## src/rtl/rx_pkg.sv

```systemverilog
// Shared types for the RX capture path: sample format codes and the
// capture sequencer state encoding.
package rx_pkg;

    // Sample format carried on data_format to the FIFO stage.
    typedef enum logic [2:0] {
        C64 = 3'd0,
        R64 = 3'd1,
        C32 = 3'd2,
        R32 = 3'd3,
        C16 = 3'd4,
        R16 = 3'd5,
        C8  = 3'd6,
        R8  = 3'd7
    } rx_fmt_t;

    // Capture sequencer states.
    typedef enum logic [2:0] {
        CAP_IDLE  = 3'd0,
        CAP_FLUSH = 3'd1,
        CAP_ARM   = 3'd2,
        CAP_RUN   = 3'd3,
        CAP_STOP  = 3'd4,
        CAP_DONE  = 3'd5
    } rx_cap_state_t;

    // Format presented to the FIFO stage out of reset (16-bit complex).
    localparam rx_fmt_t RX_FMT_DEFAULT = C16;

endpackage

```

## src/rtl/rx_capture_ctrl.sv

```systemverilog
// RX capture sequencer. Flushes the RX FIFO, arms the writer, forwards a
// counted burst of AXIS beats (tlast on the final one), then disarms and
// flushes again. Reports beat count, overflow and abort status.
module rx_capture_ctrl
    import rx_pkg::*;
#(
    parameter int DATA_W        = 128,
    parameter int LEN_W         = 32,
    parameter int SETTLE_CYCLES = 16
) (
    input  logic              aclk,
    input  logic              aresetn,
    input  logic              cmd_valid,
    output logic              cmd_ready,
    input  logic [2:0]        cmd_format,
    input  logic [LEN_W-1:0]  cmd_beats,
    input  logic              cmd_abort,
    output logic              rx_enable,
    output logic [2:0]        data_format,
    input  logic              fifo_rd_rst_busy,
    input  logic              fifo_prog_full,
    input  logic [DATA_W-1:0] s_axis_tdata,
    input  logic              s_axis_tvalid,
    output logic              s_axis_tready,
    output logic [DATA_W-1:0] m_axis_tdata,
    output logic              m_axis_tvalid,
    input  logic              m_axis_tready,
    output logic              m_axis_tlast,
    output logic              busy,
    output logic              done,
    output logic              overflow,
    output logic              aborted,
    output logic [LEN_W-1:0]  beat_count
);

    // Settle counter counts 0..SETTLE_LAST and then holds.
    localparam int SETTLE_LAST = (SETTLE_CYCLES > 1) ? SETTLE_CYCLES - 1 : 0;
    localparam int CNT_W       = (SETTLE_LAST > 0) ? $clog2(SETTLE_LAST + 1) : 1;

    rx_cap_state_t    state;
    logic [CNT_W-1:0] settle_cnt;
    logic [LEN_W-1:0] len_q;       // latched command length, 0 = continuous
    logic             settle_done;
    logic             in_run;
    logic             beat;

    assign settle_done = (settle_cnt == CNT_W'(SETTLE_LAST));

    // Zero-latency data path in RUN; FLUSH and STOP sink stale beats.
    always_comb begin
        in_run        = (state == CAP_RUN);
        m_axis_tdata  = s_axis_tdata;
        m_axis_tvalid = in_run && s_axis_tvalid;
        s_axis_tready = in_run ? m_axis_tready
                               : ((state == CAP_FLUSH) || (state == CAP_STOP));
        // tlast is decoded from registered count, so it is valid before the handshake.
        m_axis_tlast  = in_run && (len_q != '0) && (beat_count == len_q - LEN_W'(1));
        beat          = m_axis_tvalid && m_axis_tready;
    end

    // Sequencer: state, settle counter, status and all registered control outputs.
    // NOTE: every register here uses non-blocking assignment so that all the
    // decisions in one cycle see the same pre-edge values of state and counters.
    always_ff @(posedge aclk or negedge aresetn) begin
        // NOTE: the asynchronous reset must drop rx_enable immediately, without
        // waiting for a clock edge, so the FIFO writer is disarmed at once.
        if (!aresetn) begin
            state       <= CAP_IDLE;
            settle_cnt  <= '0;
            len_q       <= '0;
            rx_enable   <= 1'b0;
            data_format <= RX_FMT_DEFAULT;
            cmd_ready   <= 1'b1;
            busy        <= 1'b0;
            done        <= 1'b0;
            overflow    <= 1'b0;
            aborted     <= 1'b0;
            beat_count  <= '0;
        end else begin
            done <= 1'b0;
            case (state)
                CAP_IDLE: begin
                    if (cmd_valid) begin
                        data_format <= cmd_format;
                        len_q       <= cmd_beats;
                        beat_count  <= '0;
                        overflow    <= 1'b0;
                        aborted     <= 1'b0;
                        settle_cnt  <= '0;
                        cmd_ready   <= 1'b0;
                        busy        <= 1'b1;
                        state       <= CAP_FLUSH;
                    end
                end

                CAP_FLUSH: begin
                    if (cmd_abort) begin
                        aborted    <= 1'b1;
                        rx_enable  <= 1'b0;
                        settle_cnt <= '0;
                        state      <= CAP_STOP;
                    end else if (settle_done && !fifo_rd_rst_busy) begin
                        rx_enable <= 1'b1;
                        state     <= CAP_ARM;
                    end else if (!settle_done) begin
                        settle_cnt <= settle_cnt + CNT_W'(1);
                    end
                end

                CAP_ARM: begin
                    if (cmd_abort) begin
                        aborted    <= 1'b1;
                        rx_enable  <= 1'b0;
                        settle_cnt <= '0;
                        state      <= CAP_STOP;
                    end else if (!fifo_rd_rst_busy) begin
                        state <= CAP_RUN;
                    end
                end

                CAP_RUN: begin
                    if (beat && (beat_count != '1)) begin
                        beat_count <= beat_count + LEN_W'(1);
                    end
                    if (fifo_prog_full) begin
                        overflow <= 1'b1;
                    end
                    // A beat in the abort cycle is still forwarded and counted above.
                    if (cmd_abort || (beat && m_axis_tlast)) begin
                        if (cmd_abort) begin
                            aborted <= 1'b1;
                        end
                        rx_enable  <= 1'b0;
                        settle_cnt <= '0;
                        state      <= CAP_STOP;
                    end
                end

                CAP_STOP: begin
                    if (settle_done && !fifo_rd_rst_busy) begin
                        done  <= 1'b1;
                        state <= CAP_DONE;
                    end else if (!settle_done) begin
                        settle_cnt <= settle_cnt + CNT_W'(1);
                    end
                end

                CAP_DONE: begin
                    cmd_ready <= 1'b1;
                    busy      <= 1'b0;
                    state     <= CAP_IDLE;
                end

                default: begin
                    rx_enable <= 1'b0;
                    cmd_ready <= 1'b1;
                    busy      <= 1'b0;
                    state     <= CAP_IDLE;
                end
            endcase
        end
    end

endmodule

```

## config.mk

```make
export PLATFORM = sky130hd
export DESIGN_NAME = rx_capture_ctrl
export DESIGN_NICKNAME = d
export VERILOG_FILES = /design/src/rtl/rx_pkg.sv /design/src/rtl/rx_capture_ctrl.sv
export SDC_FILE = /design/constraint.sdc
export NUM_CORES = 1
export LEC_CHECK = 0
export BUFFER_PORTS_ARGS = -buffer_cell sky130_fd_sc_hd__buf_4
export CORE_ASPECT_RATIO = 0.6
export CORE_MARGIN = 4
export CORE_UTILIZATION = 35
export CTS_CLUSTER_SIZE = 8
export DETAILED_ROUTE_END_ITERATION = 8
export GPL_TIMING_DRIVEN = 1
export PLACE_DENSITY = 0.66
export SYNTH_ARGS = -nofsm -noshare
export SYNTH_HDL_FRONTEND = slang
export SYNTH_SLANG_ARGS = --single-unit
```

## constraint.sdc

```tcl
create_clock -name aclk -period 5.86 [get_ports aclk]
set_input_delay 0.586 -clock aclk [delete_from_list [all_inputs] [get_ports aclk]]
set_output_delay 0.586 -clock aclk [all_outputs]
set_load 0.1 [all_outputs]
```

==> flow_metrics.py <==
metrics = {
    "route": {
        "drt_drc_violations_left": 0,
        "drt_iter0_drc": 479,
        "vias": 4794,
        "ant_nets": 0,
        "first_pass_iters": 5,
        "wl_per_cell_um": 19.2,
        "via_per_inst": 5.31,
        "routed_wl_mm": 17.3,
    },
    "timing": {
        "relSlewSlack_pct": 32.1,
        "setup_viol": 0,
        "tightest_slew_ns": 1.02,
        "finalHoldViolations": 0,
        "whs_ns": 0.394,
        "slew_viol_final": 0,
        "clock_skew_ns": 0.0103,
        "period_needed_ns": 4.53,
        "finalCritPeriodShare_pct": 77.3,
        "setup_tns_ns": 0,
        "fmax_mhz": 221,
        "rsz0062_at_grt": "false",
    },
    "placement": {
        "port_buffers": 86,
        "place.gp.congestion": 0.938,
        "dp_cells": 886,
        "dp_hpwl_mm": 12.9,
    },
    "layout": {
        "area.growth.synth_to_final_pct": 4.00,
        "diodes": 0,
        "drive_gt1_share_pct": 19.0,
        "final_cell_count_no_fill": 902,
        "post-route-util_pct": 37.5,
        "finalNetCount": 844,
    },
    "worst_setup_path": {
        "required_ns": 5.27,
        "slowest_delay_ns": 0.53,
        "crit_top_cell": "nor4_1",
        "cp.arrival_ns": 3.94,
        "critPathSlowestCell": "nor3b_2",
        "criticalPathCategory": "flip-flop to output pin",
        "endpoint_kind": "output pin",
        "setup.worst_path.start_class": "flip-flop",
        "crit_chain": "inv_1 -> ha_1 -> nor3b_2 -> nand3_1 -> or3_1 -> a21o_1 -> nor4_1 -> nand4_1 -> nor4_1 -> buf_4",
        "crit_path_max_fanout": 10,
    },
    "clocking": {
        "cts_buffer_depth": 2,
        "clock_latency_ns": 0.35,
        "cts_resized": 0,
        "postCtsSetupBuffers": 0,
        "cts_made_buffers": 9,
        "cts_hold_buf": 0,
        "clk_pin_slew_ns": 0.07,
        "cts_tree": "built",
        "cts.sinks": 80,
        "cts-htree-levels": 3,
        "cts_root_buffer": "clkbuf_16",
    },
    "status": {
        "status": "completed",
    },
    "yosys": {
        "yosysTopAreaCell": "dfrtp_1",
        "syn_nets": 894,
        "synth_top_cells_by_area": "dfrtp_1 33%, buf_4 16%, nand2_1 8.2%",
        "synth.distinct_cells": 63,
        "synth_ff_type": "dfrtp_1",
        "synthArstFlopShare_pct": 100,
        "synthXorXnorAreaFrac_pct": 9.48,
        "synth_warnings": 0,
        "synthSimpleGateAreaFrac_pct": 27.9,
        "synth-edff-count": 0,
        "yosys.area.top_type_share_pct": 33.0,
        "synth-seq-area-share_pct": 33.9,
        "synth_fa_ha_area_share_pct": 0.846,
        "syn-cell-area_sq_um": 5910,
        "syn_inst": 719,
        "syn_avg_cell_area_sq_um": 8.22,
        "synth_top_family_by_area": "simple AND/OR/NAND/NOR gates",
        "muxShareOfSynthArea_pct": 0.698,
        "synth_compound_area_share_pct": 8.65,
        "synth-seq-cells": 80,
    },
    "hold_path": {
        "hold_path.class": "primary input to asynchronous set/reset pin",
    },
    "global_route": {
        "grt_pass1_wl_mm": 26.4,
        "grt.total_usage_pct": 18.0,
        "first_global_vias": 4516,
        "antenna_found_initial": 0,
        "grt-ovfl-total": 0,
        "grt_max_degree": 81,
    },
    "power": {
        "power_density_nw_per_um2": 433,
        "power_uw": 2660,
        "power_frac_seq_pct": 35.4,
        "intPower_uw": 1440,
        "p_leak_uw": 0.00278,
        "irDropWorstVdd_mv": 0.192,
        "combPwrFrac_pct": 41.4,
        "clockPowerShare_pct": 23.2,
        "netSwitchingFraction_pct": 46.1,
        "switchingPower_uw": 1230,
    },
    "die": {
        "row_count": 36,
        "die_y_um": 109,
        "core_area_sq_um": 16400,
        "ios": 343,
        "die_area_sq_um": 19100,
        "start_util_pct": 36.1,
        "fp.dieW_um": 176,
    },
    "flow_run": {
        "cap_violations": 0,
    },
}
==> cells in the final DEF, fill, tap and decap left out, types with 4 or more instances in the layout <==
cell type  instances
a21oi_1           18
nand2_1          129
or3_1             10
nand2b_1           5
nor2b_1            6
buf_4             91
ha_1               4
xor2_1            29
clkbuf_16          9
and4_1             6
a211oi_1           5
nand3_1           22
nand4_1           19
nor2_1            56
nor3_1            14
inv_1             10
or4_1              6
o21ai_0           24
dfrtp_1           78
nor4_1            14
and3_1            12
xnor2_1           35
==> routing by layer <==
| layer | vias to the layer above | part of all wire [%] | track usage [%] | routed length, um |
|---|---|---|---|---|
| met5 | - | 0.28 | 1.82 | 49 |
| li1 | 2232 | - | - | - |
| met1 | 2304 | 49 | 27.2 | 8550 |
| met2 | 242 | 37 | 21.5 | 6350 |
| met3 | 14 | 13 | 9.67 | 2170 |
| met4 | 2 | 0.91 | 4.17 | 158 |
==> final cells by class <==
cell class                      instances  area (sq um)
Inverter                               10          37.5
Sequential cell                        80          2000
Clock inverter                          7          97.6
Clock buffer                            9           225
Timing Repair Buffer                   91           683
Tap cell                              228           285
Fill cell                            1713         10200
Multi-Input combinational cell        477          2820
==> Yosys cell counts (all sizes together) (2+ instances only) <==
| library cell | number |
|---|---|
| buf | 131 |
| nand2 | 129 |
| dfrtp | 78 |
| nor2 | 56 |
| xnor2 | 35 |
| xor2 | 29 |
| o21ai | 24 |
| nand3 | 23 |
| clkbuf | 21 |
| nand4 | 19 |
| a21oi | 18 |
| nor4 | 17 |
| nor3 | 15 |
| and3 | 13 |
| inv | 10 |
| or3 | 10 |
| or4 | 8 |
| and4 | 6 |
| nor2b | 6 |
| a211oi | 5 |
| nand2b | 5 |
| and2 | 4 |
| ha | 4 |
| a21o | 3 |
| and3b | 3 |
| mux2i | 3 |
| nand3b | 3 |
| nor3b | 3 |
| o31ai | 3 |
| o41ai | 3 |
| a21boi | 2 |
| a311o | 2 |
| a31oi | 2 |
| a41oi | 2 |
| dfstp | 2 |
| nand4b | 2 |
| o211ai | 2 |
| o21bai | 2 |
| o32a | 2 |
| or2 | 2 |
==> power by group through the flow <==
stage	combinational (uW)	sequential (uW)	clock (uW)
floorplan	1180	977	0
global route	1220	972	653
global placement	1100	932	0
detailed placement	1090	941	0
finish	1100	943	619
CTS	1100	935	633
==> registers in the layout, summed over array words and instances (netlist names) <==
| register | cells |
|---|---|
| beat_count | 32 |
| len_q | 32 |
| settle_cnt | 4 |
| data_format | 3 |
| state | 3 |
| aborted | 1 |
| busy | 1 |
| cmd_ready | 1 |
| done | 1 |
| overflow | 1 |
| rx_enable | 1 |
==> worst max-delay path: cells and delay by family (launching register included) <==
family | cells | cell delay (ns)
and+or+nand+nor | 6 | 2.13
buffers and inverters | 2 | 0.53
DFF | 1 | 0.46
adders and majority gates | 1 | 0.27
AOI/OAI and AO/OA | 1 | 0.19
==> through the flow <==
| stage | cell area, sq um | setup WS, ns |
|---|---|---|
| after detailed placement | 5830 | 1.81 |
| after global placement | 5830 | 1.92 |
| after CTS | 6150 | 1.42 |
| after global routing | 6150 | 1.12 |
| after floorplan | 5910 | 0.120 |
| final | 6150 | 1.33 |
==> worst paths after layout <==
kind,slack [ns],to,depth (start not counted),startpoint
worst max-delay path,1.33,m_axis_tlast,10,len_q[0]
worst min-delay path,0.39,busy,1,aresetn
worst max register to register,2.01,settle_cnt[3],10,len_q[0]
worst min register to register,0.48,data_format[2],2,data_format[2]
max in group asynchronous,4.79,len_q[7],1,aresetn
min in group aclk,0.42,data_format[0],3,cmd_format[0]
==> kinds of logic (layout without fill, tap and decap cells) <==
group	count (synthesis)	after routing
mux	4	4
flops	80	80
fa+ha+maj	4	4
xor+xnor	64	64
buf+inv	162	117
simple gates	327	327
compound gates	78	78
Note: power is estimated with default switching activity, not from simulation.
